===== config.mk =====
export PLATFORM = sky130hd
export DESIGN_NAME = uart_out
export DESIGN_NICKNAME = d
export VERILOG_FILES = /design/src/rtl/uart_pkg.sv /design/src/rtl/uart_tx_baud_gen.sv /design/src/rtl/uart_out.sv
export SDC_FILE = /design/constraint.sdc
export NUM_CORES = 1
export LEC_CHECK = 0
export ABC_CLOCK_PERIOD_IN_PS = 3300
export CELL_PAD_IN_SITES_DETAIL_PLACEMENT = 2
export CELL_PAD_IN_SITES_GLOBAL_PLACEMENT = 2
export CORE_UTILIZATION = 38
export DETAILED_ROUTE_END_ITERATION = 7
export PLACE_DENSITY_LB_ADDON = 0.1
export SLEW_MARGIN = 20
export SYNTH_ARGS = -nofsm -noshare
export SYNTH_HDL_FRONTEND = slang
export SYNTH_SLANG_ARGS = --single-unit

===== constraint.sdc =====
create_clock -name MHz10 -period 3.3 [get_ports MHz10]
set_input_delay 0.66 -clock MHz10 [delete_from_list [all_inputs] [get_ports MHz10]]
set_output_delay 0.66 -clock MHz10 [all_outputs]
set_load 0.02 [all_outputs]

===== src/rtl/uart_pkg.sv =====
// Shared UART definitions: FSM encoding, frame width and default bit period.
// Used by both the transmitter and the receiver.
package uart_pkg;

  typedef enum logic [1:0] {
    IDLE  = 2'd0,
    START = 2'd1,
    DATA  = 2'd2,
    STOP  = 2'd3
  } uart_state_e;

  localparam int NUMBITS          = 8;
  localparam int CLKS_PER_BIT_DEF = 320;

endpackage


===== src/rtl/uart_tx_baud_gen.sv =====
// Bit-period counter for the transmitter.
// Produces a tick on the last enabled cycle of each serial symbol.
module uart_tx_baud_gen
  import uart_pkg::*;
#(
  parameter int CLKS_PER_BIT = CLKS_PER_BIT_DEF
) (
  input  logic clk,
  input  logic rst,
  input  logic i_en,
  input  logic i_clear,
  input  logic i_run,
  output logic o_tick
);

  localparam int               CNT_W = $clog2(CLKS_PER_BIT);
  localparam logic [CNT_W-1:0] LAST  = CNT_W'(CLKS_PER_BIT - 1);

  logic [CNT_W-1:0] r_count;

  assign o_tick = i_en && i_run && (r_count == LAST);

  // NOTE: sequential state uses non-blocking assignments so every flop samples pre-edge values.
  always_ff @(posedge clk or posedge rst) begin
    if (rst) begin
      r_count <= '0;
    end else if (i_clear) begin
      r_count <= '0;
    end else if (i_en && i_run) begin
      r_count <= o_tick ? '0 : r_count + 1'b1;
    end
  end

endmodule


===== src/rtl/uart_out.sv =====
// 8N1 UART transmitter: LSB first, idle-high line, busy/done handshake,
// global clock enable that freezes the whole block.
module uart_out
  import uart_pkg::*;
#(
  parameter int CLKS_PER_BIT = CLKS_PER_BIT_DEF
) (
  input  logic       MHz10,
  input  logic       rst,
  input  logic       en,
  input  logic       start,
  input  logic [7:0] dataIn,
  output logic       serOut,
  output logic       busy,
  output logic       done
);

  uart_state_e        r_state, w_state_nxt;
  logic [NUMBITS-1:0] r_shift, w_shift_nxt;
  logic [2:0]         r_idx,   w_idx_nxt;
  logic               r_ser,   w_ser_nxt;
  logic               r_busy,  w_busy_nxt;
  logic               r_done,  w_done_nxt;
  logic               w_accept;
  logic               w_tick;

  assign w_accept = en && (r_state == IDLE) && start;

  uart_tx_baud_gen #(
    .CLKS_PER_BIT(CLKS_PER_BIT)
  ) u_baud (
    .clk    (MHz10),
    .rst    (rst),
    .i_en   (en),
    .i_clear(w_accept),
    .i_run  (r_busy),
    .o_tick (w_tick)
  );

  // NOTE: every signal written here gets a default first, so no path can infer a latch.
  always_comb begin
    w_state_nxt = r_state;
    w_shift_nxt = r_shift;
    w_idx_nxt   = r_idx;
    w_ser_nxt   = r_ser;
    w_busy_nxt  = r_busy;
    w_done_nxt  = r_done;
    if (en) begin
      w_done_nxt = 1'b0;
      unique case (r_state)
        IDLE: begin
          if (start) begin
            w_shift_nxt = dataIn;
            w_state_nxt = START;
            w_ser_nxt   = 1'b0;
            w_busy_nxt  = 1'b1;
          end
        end
        START: begin
          if (w_tick) begin
            w_state_nxt = DATA;
            w_ser_nxt   = r_shift[0];
            w_idx_nxt   = '0;
          end
        end
        DATA: begin
          if (w_tick) begin
            if (r_idx == 3'(NUMBITS - 1)) begin
              w_state_nxt = STOP;
              w_ser_nxt   = 1'b1;
            end else begin
              // Next bit is taken from the pre-shift register, i.e. bit 1.
              w_shift_nxt = r_shift >> 1;
              w_ser_nxt   = r_shift[1];
              w_idx_nxt   = r_idx + 3'd1;
            end
          end
        end
        STOP: begin
          if (w_tick) begin
            w_state_nxt = IDLE;
            w_busy_nxt  = 1'b0;
            w_done_nxt  = 1'b1;
          end
        end
        default: w_state_nxt = IDLE;
      endcase
    end
  end

  always_ff @(posedge MHz10 or posedge rst) begin
    if (rst) begin
      r_state <= IDLE;
      r_shift <= '0;
      r_idx   <= '0;
      r_ser   <= 1'b1;
      r_busy  <= 1'b0;
      r_done  <= 1'b0;
    end else begin
      r_state <= w_state_nxt;
      r_shift <= w_shift_nxt;
      r_idx   <= w_idx_nxt;
      r_ser   <= w_ser_nxt;
      r_busy  <= w_busy_nxt;
      r_done  <= w_done_nxt;
    end
  end

  assign serOut = r_ser;
  assign busy   = r_busy;
  assign done   = r_done;

endmodule


==> reports/qor.log, run 1 <==
qor: clock_tree.htree_num_levels 1
qor: worst_setup_path.cp.required 3.41 ns
qor: route.detailedRoute.firstIterationViolations 72
qor: power.irDropWorstVdd 0.286 mV
qor: route.route.met2.wl 1980 um
qor: place.placedCellCount 203
qor: route.firstDrtPassIters 4
qor: floorplan.core-area 3470 um2
qor: timing.max_slew_margin 34.6%
qor: route.antenna_left 0
qor: clock_tree.post_cts.resized_instances 0
qor: floorplan.die_h 63.5 um
qor: clock_tree.cts_buffer_depth 2
qor: yosys.mean_area_per_synthesized_cell 9.83 um2
qor: worst_setup_path.critical_path.max_fanout 6
qor: worst_setup_path.cp-end-kind register
qor: layout.syn2layout_area_growth 16.5%
qor: yosys.yosys_most_used_dff sky130_fd_sc_hd__dfrtp_1
qor: timing.finalSetupViolCount 0
qor: layout.drive_above_1_share 12.4%
qor: grt.global_route.overflow_total 0
qor: worst_setup_path.critPathKind register to register
qor: timing.worstMarginPinSlew 0.979 ns
qor: place.numPortBuffers 14
qor: layout.postLayoutCellArea 1670 um2
qor: route.routed.top_layer met4
qor: yosys.synthesis.instances 146
qor: yosys.synth_top_cell_by_area sky130_fd_sc_hd__dfrtp_1
qor: clock_tree.post_cts.repair.setup_buffers 0
qor: place.gp_congestion 0.764
qor: route.m1WireLength 1790 um
qor: power.power_switching 0.000403 W
qor: power.netSwitchingFraction 37.4%
qor: power.power_leakage 0.662 nW
qor: yosys.synth_edf_count 0
qor: worst_setup_path.crit_path_cell_trace ha_1 -> ha_1 -> or4b_2 -> nor4_1 -> o221ai_1
qor: floorplan.rows 21
qor: yosys.ys_ff_latch 25
qor: worst_setup_path.critical-path-top-delay-family simple AND/OR/NAND/NOR gates
qor: grt.grt_overall_usage 21.9%
qor: layout.antenna_cells 0
qor: route.drcViolationCount 0
qor: power.power_frac_comb 36.7%
qor: route.wl_per_cell 19.0 um
qor: worst_setup_path.worstPathArrival 2.76 ns
qor: floorplan.fp.dieArea 4030 um2
qor: route.routed-via-count 1,218
qor: grt.first_global_vias 1,391
qor: worst_setup_path.worstSetupStartpointType register
qor: yosys.synthesis.area 1440 um2
qor: run_status.run_status completed
qor: floorplan.floorplan.initialDensity 41.4%
qor: timing.holdWs 0.533 ns
qor: grt.grt_pass1_wl 6870 um
qor: flow_run.drv.max_cap_violation_count 0
qor: floorplan.top_level_ports 15
qor: yosys.synth_cell_types 46
qor: layout.mostFrequentLayoutCells sky130_fd_sc_hd__dfrtp_1 (24), sky130_fd_sc_hd__nand2_1 (18), sky130_fd_sc_hd__clkdlybuf4s50_1 (14)
qor: clock_tree.cts_made_buffers 3
qor: yosys.synth-seq-area-share 43.7%
qor: place.placed_area 1620 um2
qor: yosys.proportion_of_netlist_area_held_by_the_largest_area_contributor 41.8%
qor: clock_tree.clock_tree.root_cell sky130_fd_sc_hd__clkbuf_8
qor: worst_setup_path.critical-path-slowest-cell sky130_fd_sc_hd__nor4_1
qor: clock_tree.tritoncts done
qor: power.cell_internal_pwr 0.000676 W
qor: power.share_of_total_power_in_the_clock_network 17.8%
qor: timing.finalHoldViolCount 0
qor: route.routed-wl-met3 100 um
qor: yosys.yosys-top-cells-area sky130_fd_sc_hd__dfrtp_1 (42%), sky130_fd_sc_hd__ha_1 (7.0%), sky130_fd_sc_hd__o221a_1 (5.5%)
qor: min_path.hold_path.class register to register
qor: power.power.density_cell_area 645 nW/um2
qor: place.place_hpwl 2940 um
qor: grt.antenna_found_initial 0
qor: layout.finalNonFillerCells 207
qor: worst_setup_path.crit_path_max_incr_delay 0.66 ns
qor: timing.rsz0062_at_grt false
qor: clock_tree.cts_sinks 25
qor: yosys.synth_async_sr_flop_share 100%
qor: power.sequential_fraction_of_design_power 45.5%
qor: timing.layout_worst_path_cycle_share 80.3%
qor: yosys.yosysWarnings 0
qor: worst_setup_path.crit_buf_inv 0
qor: clock_tree.hold_buffers 0
qor: floorplan.fp.dieW 63.5 um
qor: timing.period_minus_slack 2.65 ns
qor: timing.finalSetupTns 0 ns
qor: layout.final_net_count 182
qor: timing.fmaxAchievable 377 MHz
qor: route.finalWirelength 3930 um
qor: timing.final-max-slew-violation-count 0
qor: clock_tree.clk-insertion-delay-late 0.28 ns
qor: worst_setup_path.crit_top_cell sky130_fd_sc_hd__ha_1
qor: timing.fin_worst_skew 0.00557 ns
qor: layout.commonest_non_fill_non_tap_cell_in_the_layout sky130_fd_sc_hd__dfrtp_1
qor: grt.pin_count_of_the_biggest_net_entering_global_routing 26
qor: clock_tree.clk_pin_slew 0.10 ns
qor: route.post_detailed_route_via_to_cell_ratio 5.88
qor: yosys.number_of_nets_in_the_synthesized_netlist 166
## cells in the mapped netlist, types with 2 or more instances
cell / instances
sky130_fd_sc_hd__xnor2_1: 3
sky130_fd_sc_hd__nor3_1: 2
sky130_fd_sc_hd__or4_1: 2
sky130_fd_sc_hd__a32oi_1: 2
sky130_fd_sc_hd__o221a_1: 7
sky130_fd_sc_hd__ha_1: 8
sky130_fd_sc_hd__o21bai_1: 2
sky130_fd_sc_hd__nor2_1: 6
sky130_fd_sc_hd__clkbuf_1: 2
sky130_fd_sc_hd__o21ai_0: 4
sky130_fd_sc_hd__o211ai_1: 2
sky130_fd_sc_hd__mux2_2: 2
sky130_fd_sc_hd__nand2b_1: 2
sky130_fd_sc_hd__nand4_1: 2
sky130_fd_sc_hd__nor4_1: 5
sky130_fd_sc_hd__clkbuf_2: 2
sky130_fd_sc_hd__a21oi_1: 2
sky130_fd_sc_hd__nand3_1: 7
sky130_fd_sc_hd__nor2b_1: 2
sky130_fd_sc_hd__inv_1: 8
sky130_fd_sc_hd__dfrtp_1: 24
sky130_fd_sc_hd__nand4b_1: 3
sky130_fd_sc_hd__or2_2: 7
sky130_fd_sc_hd__nand2_1: 18
## power groups by stage
stage	sequential, W	clock (W)	combinational (W)
after detailed placement	0.000494	0	0.000394
after global routing	0.000505	0.000209	0.000440
after CTS	0.000491	0.000201	0.000399
after global placement	0.000484	0	0.000365
after floorplan	0.000472	0	0.000278
final	0.000491	0.000192	0.000396
## state kept, by name (all words and copies together) (netlist names)
register,cells
r_state,2
r_shift,8
u_baud.r_count,9
serOut,1
busy,1
done,1
r_idx,3
## through the flow
| step | utilization [%] | setup WS (ns) | total power (W) |
|---|---|---|---|
| 2_1_floorplan | - | 1.20 | 0.000751 |
| 3_3_place_gp | 46.8 | 0.619 | 0.000849 |
| 3_5_place_dp | 46.8 | 0.516 | 0.000887 |
| 4_1_cts | 48.2 | 0.640 | 0.00109 |
| 5_1_grt | 48.2 | 0.550 | 0.00115 |
| 6_report | 48.2 | 0.649 | 0.00108 |
## cells by family after synthesis
kind of cell / Yosys count / share of synthesized area, %
muxes: 2 / 1.57
and+or+nand+nor: 64 / 24.5
DFF: 25 / 43.7
adders and majority gates: 8 / 6.97
buffers and inverters: 13 / 3.84
AOI/OAI and AO/OA: 30 / 17.0
xor gates and xnor gates: 4 / 2.44
## final timing paths
kind	startpoint	end	slack [ns]	cells past startpoint
setup / recovery	r_idx[0]	r_shift[7]	0.65	5
hold / removal	u_baud.r_count[0]	u_baud.r_count[0]	0.53	1
setup reg to reg	r_idx[0]	r_shift[7]	0.65	5
hold reg to reg	u_baud.r_count[0]	u_baud.r_count[0]	0.53	1
max in group asynchronous	rst	r_state[1]	1.79	2
min in group asynchronous	rst	u_baud.r_count[2]	0.91	2
## metal layers
layer | global-route usage (%) | up-vias
met5 | 0 | -
met1 | 28.1 | 624
met4 | 5.97 | 0
met3 | 3.99 | 6
li1 | - | 570
met2 | 37.2 | 18
## layout make-up
cell class / count / area [um2]
inverter: 8 / 30.0
multi-input combinational: 108 / 753
clock buffer: 3 / 41.3
clock inverter: 1 / 7.51
fill: 393 / 1800
sequential: 25 / 627
timing repair buffer: 16 / 155
tap: 46 / 57.6
No activity file was read; power rests on OpenSTA's default activity.
==> inputs of run 2 (changes only) <==
Settings changed: ABC_CLOCK_PERIOD_IN_PS 3300 to 2200, CORE_UTILIZATION 38 to 32.
Clock period 3.3 ns to 2.2 ns, I/O delays scaled along.
==> run 2 against run 1 <==
First-iteration DRC count is 29% lower. Flip-flop and latch count stayed put. Critical path depth stayed put. Register-to-register slack worse by 0.61 ns. Final cell count is 10% higher. Die area is 18% higher. Sequential share of layout area is 3.4 points lower. Wire length is 13% higher. Setup slack worse by 0.61 ns. Worst hold slack worse by 0.015 ns. Combinational power is 66% higher. Clock power is 51% higher. Largest power group unchanged.
==> reports/qor.log, run 2 (synthesized netlist as in run 1, its figures left out) <==
qor: place.placed_area 1740 um2 [+7.2%]
qor: power.cell_internal_pwr 0.00105 W [+56%]
qor: clock_tree.htree_num_levels 1 [unchanged]
qor: power.power_leakage 0.749 nW [+13%]
qor: layout.mostFrequentLayoutCells sky130_fd_sc_hd__dfrtp_1 (24), sky130_fd_sc_hd__buf_4 (19), sky130_fd_sc_hd__nand2_1 (18)
qor: route.detailedRoute.firstIterationViolations 51 [-29%]
qor: worst_setup_path.critical-path-slowest-cell sky130_fd_sc_hd__or4_1
qor: route.drcViolationCount 0 [unchanged]
qor: power.sequential_fraction_of_design_power 43.8% [-1.7 points]
qor: floorplan.top_level_ports 15 [unchanged]
qor: place.place_hpwl 3200 um [+8.9%]
qor: route.antenna_left 0 [unchanged]
qor: power.irDropWorstVdd 0.335 mV [+17%]
qor: worst_setup_path.critPathKind register to register
qor: route.routed-via-count 1,297 [+6.5%]
qor: grt.antenna_found_initial 0 [unchanged]
qor: clock_tree.cts_buffer_depth 2 [unchanged]
qor: route.wl_per_cell 19.4 um [+2.2%]
qor: worst_setup_path.worstPathArrival 2.33 ns [-0.43 ns]
qor: layout.drive_above_1_share 24.2% [+12 points]
qor: floorplan.die_h 69.0 um [+8.7%]
qor: grt.first_global_vias 1,474 [+6.0%]
qor: clock_tree.cts_made_buffers 3 [unchanged]
qor: clock_tree.clk_pin_slew 0.10 ns [about the same]
qor: route.firstDrtPassIters 4 [unchanged]
qor: worst_setup_path.crit_path_max_incr_delay 0.63 ns [-0.03 ns]
qor: timing.fin_worst_skew 0.00757 ns [+0.00201 ns]
qor: clock_tree.cts_sinks 25 [unchanged]
qor: grt.pin_count_of_the_biggest_net_entering_global_routing 26 [unchanged]
qor: worst_setup_path.crit_buf_inv 0 [unchanged]
qor: run_status.run_status completed
qor: power.power.density_cell_area 916 nW/um2 [+42%]
qor: timing.worstMarginPinSlew 0.350 ns [-0.629 ns]
qor: route.finalWirelength 4430 um [+13%]
qor: floorplan.core-area 4140 um2 [+19%]
qor: worst_setup_path.critical_path.max_fanout 4 [-2]
qor: grt.grt_overall_usage 20.1% [-1.7 points]
qor: layout.final_net_count 199 [+9.3%]
qor: flow_run.drv.max_cap_violation_count 0 [unchanged]
qor: power.power_switching 0.000632 W [+57%]
qor: timing.period_minus_slack 2.16 ns [-0.489 ns]
qor: power.netSwitchingFraction 37.5% [+0.20 points]
qor: worst_setup_path.cp-end-kind register
qor: worst_setup_path.crit_path_cell_trace ha_1 -> nand2_1 -> or4_1 -> a211oi_2 -> mux2_2
qor: worst_setup_path.worstSetupStartpointType register
qor: timing.finalSetupViolCount 0 [unchanged]
qor: grt.global_route.overflow_total 0 [unchanged]
qor: power.power_frac_comb 39.1% [+2.4 points]
qor: layout.max_flop_register u_baud.r_count
qor: clock_tree.clk-insertion-delay-late 0.28 ns [about the same]
qor: floorplan.fp.dieArea 4760 um2 [+18%]
qor: layout.postLayoutCellArea 1840 um2 [+9.9%]
qor: layout.largestRegisters u_baud.r_count: 9 flops, r_shift: 8 flops, r_idx: 3 flops
qor: layout.syn2layout_area_growth 28.0%
qor: timing.layout_worst_path_cycle_share 98.2% [+18 points]
qor: worst_setup_path.critical-path-top-delay-family simple AND/OR/NAND/NOR gates
qor: clock_tree.clock_tree.root_cell sky130_fd_sc_hd__clkbuf_8
qor: clock_tree.tritoncts done
qor: place.gp_congestion 0.728 [-4.7%]
qor: grt.grt_pass1_wl 6820 um [-0.60%]
qor: layout.antenna_cells 0 [unchanged]
qor: timing.finalHoldViolCount 0 [unchanged]
qor: layout.commonest_non_fill_non_tap_cell_in_the_layout sky130_fd_sc_hd__dfrtp_1
qor: timing.rsz0062_at_grt true
qor: min_path.hold_path.class primary input to async pin
qor: floorplan.fp.dieW 69.0 um [+8.7%]
qor: floorplan.floorplan.initialDensity 34.6% [-6.7 points]
qor: worst_setup_path.r2r-start u_baud.r_count[0]
qor: place.numPortBuffers 14 [unchanged]
qor: worst_setup_path.startpoint u_baud.r_count[0]
qor: timing.fmaxAchievable 463 MHz [+23%]
qor: timing.max_slew_margin 76.7% [+42 points]
qor: route.post_detailed_route_via_to_cell_ratio 5.69 [-3.3%]
qor: worst_setup_path.cp.required 2.37 ns [-1.04 ns]
qor: timing.final-max-slew-violation-count 0 [unchanged]
qor: floorplan.rows 23 [+9.5%]
qor: layout.flip_flop_count_of_the_largest_register_after_layout 9 [unchanged]
qor: power.share_of_total_power_in_the_clock_network 17.1% [-0.7 points]
qor: power.design_power 0.00168 W [+56%]
## run 2: changes by cell type in the layout (fill, tap and decap cells not counted), sizes merged
cell | previous run | this run
clkinvlp | 1 | 0
buf | 2 | 19
clkinv | 0 | 1
## run 2: area by class of cell
type	count	area, um2
clock buffers	3	41.3
clock inverters	1	5.00
fillers	481	2310
inverters	8	30.0
multi-input cells	108	788
flip-flops and latches	25	627
well taps	50	62.6
repair buffers	33	283
## run 2: power groups by stage
stage	clock, W	sequential [W]	combinational (W)
5_1_grt	0.000309	0.000754	0.000728
2_1_floorplan	0	0.000708	0.000418
6_report	0.000289	0.000737	0.000658
4_1_cts	0.000297	0.000738	0.000653
3_3_place_gp	0	0.000736	0.000589
3_5_place_dp	0	0.000749	0.000638
## run 2: final timing paths
kind	endpoint	cells past startpoint	slack, ns
min reg2reg	u_baud.r_count[0]	1	0.54
max in group asynchronous	serOut	3	1.37
max reg2reg	r_state[1]	5	0.04
max	r_state[1]	5	0.04
min in group MHz10	u_baud.r_count[0]	1	0.54
min	u_baud.r_count[8]	3	0.52
## run 2: tightest hold or removal path, delay by kind of cell
kind     cells  cell delay, ns
buf+inv      3            0.76
## run 2: metal layers
layer	global-route usage, %	vias to the layer above	share of wire, %	wire [um]
li1	-	599	-	-
met1	22.2	676	41	1800
met2	38.6	13	56	2480
met3	2.63	9	1.5	66
met4	7.40	0	1.8	78
met5	0	-	0	0
## run 2: what timing repair did
item                       4_1_cts  5_1_grt
resized for setup                3        5
setup endpoints to repair        7       10
gates cloned                     0        0
buffers inserted                 0        2
pin swaps                        0        2
hold buffers                     0        0
## run 2: stage by stage
stage / hold WS (ns) / cells / setup TNS, ns / worst slack [ns] / utilization, %
floorplan: 0.467 / 146 / 0 / 0.0975 / -
global placement: 0.506 / 222 / -1.58 / -0.173 / 42.0
detailed placement: 0.525 / 222 / -2.21 / -0.257 / 42.0
CTS: 0.529 / 226 / 0 / 0.0111 / 43.4
global route: 0.539 / 228 / -0.243 / -0.0547 / 44.3
finish: 0.517 / 228 / 0 / 0.0387 / 44.3
==> inputs of run 3 (changes only) <==
Settings changed: CAP_MARGIN from default to 20.
==> results of run 3 <==
No change in the layout: final DEF, timing and power equal those of run 2.
